**src/rtl/rbsp_bit_window_pkg.sv**
```systemverilog
// Shared types and constants for the RBSP bit window: FSM encoding, buffer geometry,
// and the emulation-prevention byte value.
package rbsp_bit_window_pkg;
    typedef enum logic [1:0] {
        ST_IDLE   = 2'd0,
        ST_FLUSH  = 2'd1,
        ST_STREAM = 2'd2
    } state_t;

    localparam int          BUF_W    = 32;
    localparam int          CNT_W    = 6;
    localparam logic [7:0]  EMU_BYTE = 8'h03;
    localparam logic [3:0]  MAX_FWD  = 4'd8;
endpackage

```
**src/rtl/rbsp_bit_window_lzc8.sv**
```systemverilog
// Combinational leading-zero counter for one byte; an all-zero input yields 8.
module lzc8 (
    input  logic [7:0] d,
    output logic [3:0] cnt
);
    always_comb begin
        cnt = 4'd8;
        // Scan upward so the highest set bit is the last one to write cnt.
        for (int i = 0; i < 8; i++) begin
            if (d[i]) cnt = 4'(7 - i);
        end
    end
endmodule

```
**src/rtl/rbsp_bit_window.sv**
```systemverilog
// Byte-to-bit window for an RBSP parser: strips emulation-prevention bytes and
// exposes the next 8 unread bits, consuming 0..8 bits per cycle.
module rbsp_bit_window
    import rbsp_bit_window_pkg::*;
(
    input  logic       clk,
    input  logic       rst,
    input  logic       i_nal_start,
    input  logic [7:0] i_byte,
    input  logic       i_byte_valid,
    output logic       o_byte_ready,
    input  logic [3:0] i_forward_len,
    output logic [7:0] o_rbsp_in,
    output logic [3:0] o_num_zero_bits,
    output logic       o_window_valid,
    output logic       o_emu_drop
);
    state_t               state, state_nxt;
    logic [BUF_W-1:0]     bits_q;
    logic [CNT_W-1:0]     bit_cnt;
    logic [1:0]           zero_run;
    logic                 emu_drop_q;

    logic                 window_valid;
    logic [3:0]           fwd;
    logic [CNT_W-1:0]     rem;
    logic                 byte_ready;
    logic                 xfer;
    logic                 is_emu;
    logic                 append;
    logic [3:0]           lz;

    // Consumption only counts while a full window is present, so bit_cnt cannot underflow.
    always_comb begin
        window_valid = (bit_cnt >= CNT_W'(8));
        fwd          = 4'd0;
        if (window_valid) fwd = (i_forward_len > MAX_FWD) ? MAX_FWD : i_forward_len;
        rem          = bit_cnt - {2'b00, fwd};
        byte_ready   = (state == ST_STREAM) && !i_nal_start && (rem <= CNT_W'(24));
        xfer         = byte_ready && i_byte_valid;
        is_emu       = xfer && (i_byte == EMU_BYTE) && (zero_run == 2'd2);
        append       = xfer && !is_emu;
    end

    always_comb begin
        state_nxt = state;
        if (i_nal_start) begin
            state_nxt = ST_FLUSH;
        end else begin
            case (state)
                ST_IDLE:   state_nxt = ST_IDLE;
                ST_FLUSH:  state_nxt = ST_STREAM;
                ST_STREAM: state_nxt = ST_STREAM;
                default:   state_nxt = ST_IDLE;
            endcase
        end
    end

    always_ff @(posedge clk or negedge rst) begin
        if (!rst) state <= ST_IDLE;
        else      state <= state_nxt;
    end

    always_ff @(posedge clk or negedge rst) begin
        if (!rst) begin
            bits_q     <= '0;
            bit_cnt    <= '0;
            zero_run   <= '0;
            emu_drop_q <= 1'b0;
        end else if (i_nal_start || state == ST_FLUSH) begin
            bits_q     <= '0;
            bit_cnt    <= '0;
            zero_run   <= '0;
            emu_drop_q <= 1'b0;
        end else if (state == ST_STREAM) begin
            // New byte lands directly after the bits that survive this cycle's shift.
            bits_q     <= (bits_q << fwd) | (append ? ({i_byte, 24'h0} >> rem) : '0);
            bit_cnt    <= rem + (append ? CNT_W'(8) : CNT_W'(0));
            emu_drop_q <= is_emu;
            if (append) begin
                if (i_byte != 8'h00)      zero_run <= 2'd0;
                else if (zero_run != 2'd2) zero_run <= zero_run + 2'd1;
            end else if (is_emu) begin
                zero_run <= 2'd0;
            end
        end else begin
            emu_drop_q <= 1'b0;
        end
    end

    lzc8 u_lzc (
        .d   (bits_q[BUF_W-1 -: 8]),
        .cnt (lz)
    );

    assign o_byte_ready    = byte_ready;
    assign o_window_valid  = window_valid;
    assign o_rbsp_in       = window_valid ? bits_q[BUF_W-1 -: 8] : 8'h00;
    assign o_num_zero_bits = window_valid ? lz : 4'd8;
    assign o_emu_drop      = emu_drop_q;
endmodule

```
**config.mk**
```make
export PLATFORM = sky130hd
export DESIGN_NAME = rbsp_bit_window
export DESIGN_NICKNAME = d
export VERILOG_FILES = /design/src/rtl/rbsp_bit_window_pkg.sv /design/src/rtl/rbsp_bit_window_lzc8.sv /design/src/rtl/rbsp_bit_window.sv
export SDC_FILE = /design/constraint.sdc
export NUM_CORES = 1
export LEC_CHECK = 0
export CAP_MARGIN = 20
export CORE_MARGIN = 8
export CORE_UTILIZATION = 40
export CTS_BUF_LIST = sky130_fd_sc_hd__clkbuf_4 sky130_fd_sc_hd__clkbuf_8
export CTS_CLUSTER_SIZE = 8
export DETAILED_ROUTE_END_ITERATION = 10
export PLACE_DENSITY = 0.54
export SETUP_SLACK_MARGIN = 0.5
export SLEW_MARGIN = 10
export SYNTH_ARGS = -nofsm -noshare
export SYNTH_HDL_FRONTEND = slang
export SYNTH_SLANG_ARGS = --single-unit
```
**constraint.sdc**
```tcl
create_clock -name clk -period 4.6 [get_ports clk]
set_clock_uncertainty 0.2 [all_clocks]
set_input_delay 0.92 -clock clk [delete_from_list [all_inputs] [get_ports clk]]
set_output_delay 0.92 -clock clk [all_outputs]
set_load 0.02 [all_outputs]
```
==> results by group <==
Critical path
  – CP Buf/Inv Count: 5
  – CP cell instances: buf_6, nor2b_4, buf_6, nand2_4, inv_4, ha_4, inv_2, fa_2, and3_4, or3_4, a21oi_4, a21o_1, nor2_4, buf_6
  – Crit path arrival time: 2.89 ns
  – Crit path max-delay family: simple AND/OR/NAND/NOR gates
  – Most frequent CP cell: buf_6
  – Critical path required time: 3.48 ns
  – Worst r2r src: bit_cnt[5]
  – Worst Path Max Fanout: 2
  – Reg2reg end: bit_cnt[5]
  – Critical path launch point: i_forward_len[3]
  – Worst R2R Path Depth: 17
  – Internal reg-to-reg setup slack: 1.02 ns
  – Critical path class: in2out
  – CP peak stage delay: 0.38 ns
  – CP endpoint kind: output pin
  – Startpoint Class: input port
  – Crit path max-delay cell type: fa_2

Placed design
  – Port Buffers: 30
  – DP Worst Slack: -0.380 ns
  – Routability cong.: 0.946
  – Placed Area: 5240 sq um
  – Placed cell count: 735
  – HPWL after DPL: 12.9 mm

Synthesis
  – Synth Net Count: 581
  – Post-Syn Instances: 555
  – Top FF cell, synth: dfrtp_1
  – Syn avg cell area: 8.16 sq um
  – Synthesis Warnings: 0
  – Async SR Flop Fraction: 100%
  – Mapped Area: 4530 sq um
  – Register area share after synthesis: 23.8%
  – Post-synth EDFFs: 0
  – Post-synth cell types: 83
  – Flops & latches, synth: 43

Run
  – Max-cap violations: 0

Routing
  – Via density: 6.58
  – # DRC: 0
  – Vias: 4910
  – DR WL/cell: 23.0 um
  – Starting DRC count in detailed routing: 632
  – Drt first pass iters: 5
  – Detailed Route WL: 17.2 mm
  – Post-route ant nets: 0

CTS
  – H-tree levels: 2
  – Clock tree buffer depth: 2
  – Total CTS buffers: 5
  – CTS Root Cell: clkbuf_8
  – Worst-Skew Late Latency: 0.31 ns
  – CTS tree: built
  – CTS clk-pin slew, worst paths: 0.09 ns
  – CTS Sinks: 43

Cells and area
  – Most common library cell in the layout ignoring fill and taps: buf_4
  – Layout Cells excl Fill: 746
  – Most frequent cells in the layout: 49 x buf_4, 48 x nor2_1, 43 x nand2_1, 43 x dfrtp_1, 35 x mux2i_1
  – # fillers: 1127
  – Layout cells sized above 1: 20.9%
  – Final net count: 629
  – ANT cells: 0
  – P&R area growth vs syn: 19.1%
  – Post-Layout Inst Area: 5400 sq um
  – Post-Route Utilization: 48.1%

Floorplanning
  – Core area: 11200 sq um
  – Starting Density: 40.4%
  – Die Height: 122 um
  – Die W: 122 um
  – Die area: 15000 sq um
  – # IOs: 31
  – Row count: 39

GRT
  – GRT busiest layer: met2
  – Congestion Overflow GR: 0
  – Largest net degree at the start of global routing: 44
  – GRT Total Usage: 23.3%
  – Met3 usage: 4.00%
  – Met1 Resource Use GR: 32.2%
  – Initial antenna violation count: 0
  – GR Util met2: 35.5%
  – First-pass GRT wire length: 27.4 mm
  – Vias in the first global route: 4759

Hold path
  – Hold Path End: zero_run[1]
  – Worst hold path stage count: 1
  – Min-delay src: zero_run[1]
  – Worst Hold Class: reg2reg

Timing
  – Max-slew violations: 0
  – Fraction of the cycle the final worst path needs: 87.1%
  – Fin. Hold Viols: 0
  – Max-slew headroom: 57.9%
  – Peak Freq: 0.250 GHz
  – RSZ-0062 raised after global routing: no
  – Fin crit period: 4.01 ns
  – Worst-margin pin slew: 0.625 ns
  – Final setup vio count: 0
  – Fin worst setup slack: 0.592 ns

Outcome
  – Status: completed

Power
  – Tot Pwr: 0.000901 W
  – Worst VDD drop: 0.111 mV
  – Power per cell area: 167 nW/um^2
  – Static Leakage: 2.17 nW
## through the flow
step / hold slack [ns] / setup TNS, ns
final: 0.326 / 0
after global routing: 0.357 / 0
after CTS: 0.338 / 0
after detailed placement: 0.318 / -0.380
after global placement: 0.289 / -0.371
after floorplan: 0.277 / 0
## worst reg2reg max path, cell delays in order (launching register included)
cell      delay, ns
dfrtp_1        0.46
nor3_4         0.29
inv_4          0.09
and2_1         0.21
clkinv_2       0.06
ha_2           0.28
a21o_1         0.20
or3_4          0.39
a21oi_4        0.14
a21o_1         0.19
buf_4          0.13
buf_4          0.12
nor2_1         0.05
ha_2           0.18
ha_4           0.15
xor2_1         0.15
mux2i_1        0.13
nor2_1         0.05
## cell type report
cell class / count / area, sq um / share of cell area, %
Clock inverter: 1 / 5.00 / 0.0927
Tap cell: 143 / 179 / 3.31
Sequential cell: 43 / 1080 / 19.9
Inverter: 21 / 90.1 / 1.67
Timing Repair Buffer: 81 / 687 / 12.7
Clock buffer: 6 / 82.6 / 1.53
Multi-Input combinational cell: 451 / 3280 / 60.7
## cell families after synthesis
family | synth area share, %
mux | 12.7
simple gates | 20.8
xor+xnor | 1.55
flops | 23.8
compound gates | 31.9
buf+inv | 6.41
fa+ha+maj | 2.93
## cell usage after synthesis (10+ instances only)
library cell / n / area share [%]
o211ai_1: 13 / 2.2
buf_2: 11 / 1.2
a31oi_1: 10 / 1.4
nor3_1: 22 / 2.4
a211oi_1: 18 / 3.0
inv_1: 13 / 1.1
dfrtp_1: 43 / 24
nor2_1: 49 / 4.1
a21oi_1: 32 / 3.5
o21ai_0: 30 / 3.3
mux2_2: 15 / 3.7
clkbuf_1: 19 / 1.6
and2_1: 11 / 1.5
mux2i_1: 35 / 7.7
nand2_1: 43 / 3.6
## routing by layer
layer	routed length [um]	share of wire (%)
met4	528	3.1
met3	1480	8.6
met1	7420	43
met2	7760	45
met5	0	0
## what timing repair did
| action | in CTS | in global routing |
|---|---|---|
| endpoints found under the setup margin | 2 | 1 |
| pin swaps | 6 | 6 |
| cloned | 0 | 0 |
| resized for setup | 22 | 4 |
| setup buffers | 2 | 2 |
| hold buffers | 0 | 0 |
## state kept, by name (all words and copies together), names as in the netlist
signal and cells:
bit_cnt 6, zero_run 2, o_emu_drop 1, state 2, bits_q 32
## worst max-delay path by stage
stage	end	cells after the start
final	o_byte_ready	14
after global routing	o_byte_ready	14
after CTS	o_byte_ready	14
after detailed placement	o_byte_ready	14
after global placement	o_byte_ready	14
after floorplan	o_byte_ready	14
## report_power, final
part           internal [W]  switching (W)  leakage (nW)
combinational     0.0000990       0.000151          1.53
clock              0.000118       0.000146        0.0470
sequential         0.000382     0.00000507         0.597
total              0.000599       0.000302          2.17
No activity file was read; power rests on OpenSTA's default activity.
==> RTL edit: new RTL, same flow settings <==
The package constant `CNT_W` goes from 6 to 12.
--- a/src/rtl/rbsp_bit_window_pkg.sv
+++ b/src/rtl/rbsp_bit_window_pkg.sv
@@ -10,3 +10,3 @@
     localparam int          BUF_W    = 32;
-    localparam int          CNT_W    = 6;
+    localparam int          CNT_W    = 12;
     localparam logic [7:0]  EMU_BYTE = 8'h03;
Function: same outputs for any inputs over 4 cycles, from zero or initial values and one cycle with rst low; that may be too few to reach the edited logic, so the function may still have changed.
==> RTL edit against the unedited design <==
Area after synthesis increased by 16%. Utilization is 3.0 points higher. Worst setup slack got worse by 0.29 ns. Final area increased by 23%. Routed wire length is 22% higher. Die area up 14%. Sequential cell count grew 6. Critical path depth grew 6. Critical path type is now flop to flop. Largest cell class unchanged.
Power is not compared: it rests on default switching activity, and its combinational part moved more than twofold at a synthesized area within 25%.
==> RTL edit: results (changes against the unedited design) <==
- Result of the run: completed (unchanged).
* Met2 routed WL: 9320 um (was 7760 um)
- The critical register-to-register path endpoint is bit_cnt[9]$_DFFE_PN0P_ (was bit_cnt[5]$_DFFE_PN0P_).
* Path depth of the worst reg2reg path: 20 (was 17)
- The share of synthesized area spent on multiplexers came to 9.74% (was 12.7%).
- Fill count: 1,297 (was 1,127)
* Critical path's largest stage delay: 0.46 ns (was 0.38 ns)
* Total routed wirelength: 21,000 um (was 17,200 um)
- The data-path buffer share of cell area in the final layout is 16.1% (was 12.7%).
- Routed length per placed instance: 21.9 um (was 23.0 um)
- Slew of the pin with the lowest slew margin: 0.873 ns (was 0.625 ns)
- The number of global-route vias before repair is 5,684 (was 4,759).
- Multi-input gates: 567 (was 451)
- Utilization after layout: 51.1% (was 48.1%)
- The worst flop-to-flop path startpoint was bit_cnt[8]$_DFFE_PN0P_ (was bit_cnt[5]$_DFFE_PN0P_).
* CP delay by family, top: compound AO/OA/AOI/OAI gates (was simple AND/OR/NAND/NOR gates)
* Data arrival time at the worst-slack endpoint: 4.32 ns (was 2.89 ns)
* Overall track demand over capacity in global routing: 24.8% (was 23.3%)
- Sequential element share of the synthesized area: 23.4% (was 23.8%)
- Initial DRT Pass Iterations: 7 (was 5)
- The number of nets produced by synthesis is 725 (was 581).
- The DRC marker count from the first detailed-route iteration came to 713 (was 632).
- Vias per cell: 6.36 (was 6.58)
* Cell with the largest stage delay on the worst path: or3_4 (was fa_2)
- Insertion delay of the later-clocked pin in the worst-skew pair: 0.35 ns (was 0.31 ns)
- The clock transition at the registers of the reported paths came to 0.11 ns (was 0.09 ns).
- Routed length on met1: 9190 um (was 7420 um)
* Resize count post-CTS: 35 (was 22)
- Worst-path fanout max: 5 (was 2)
- Final clock-cell share: 1.69% (was 1.62%)
- The fraction of final layout cells sized beyond drive strength 1 is 24.5% (was 20.9%).
## RTL edit: cell types whose count changed in the layout (fill, tap and decap cells not counted), sizes merged, moves of 10 or more
cell	before	now
a21oi	33	50
nor2	51	78
o21ai	33	43
a211oi	19	9
nand2	45	73
nand4	1	13
buf	55	104
nand3	9	19
## RTL edit: worst max-delay path by stage
stage,from,endpoint,cells past startpoint
final,bit_cnt[8]$_DFFE_PN0P_,bit_cnt[9]$_DFFE_PN0P_,20
after global routing,bit_cnt[4]$_DFFE_PN0P_,bit_cnt[9]$_DFFE_PN0P_,21
after CTS,bit_cnt[4]$_DFFE_PN0P_,bit_cnt[9]$_DFFE_PN0P_,20
after detailed placement,i_forward_len[0],bit_cnt[9]$_DFFE_PN0P_,21
after global placement,i_forward_len[3],o_byte_ready,11
after floorplan,bit_cnt[8]$_DFFE_PN0P_,bit_cnt[9]$_DFFE_PN0P_,24
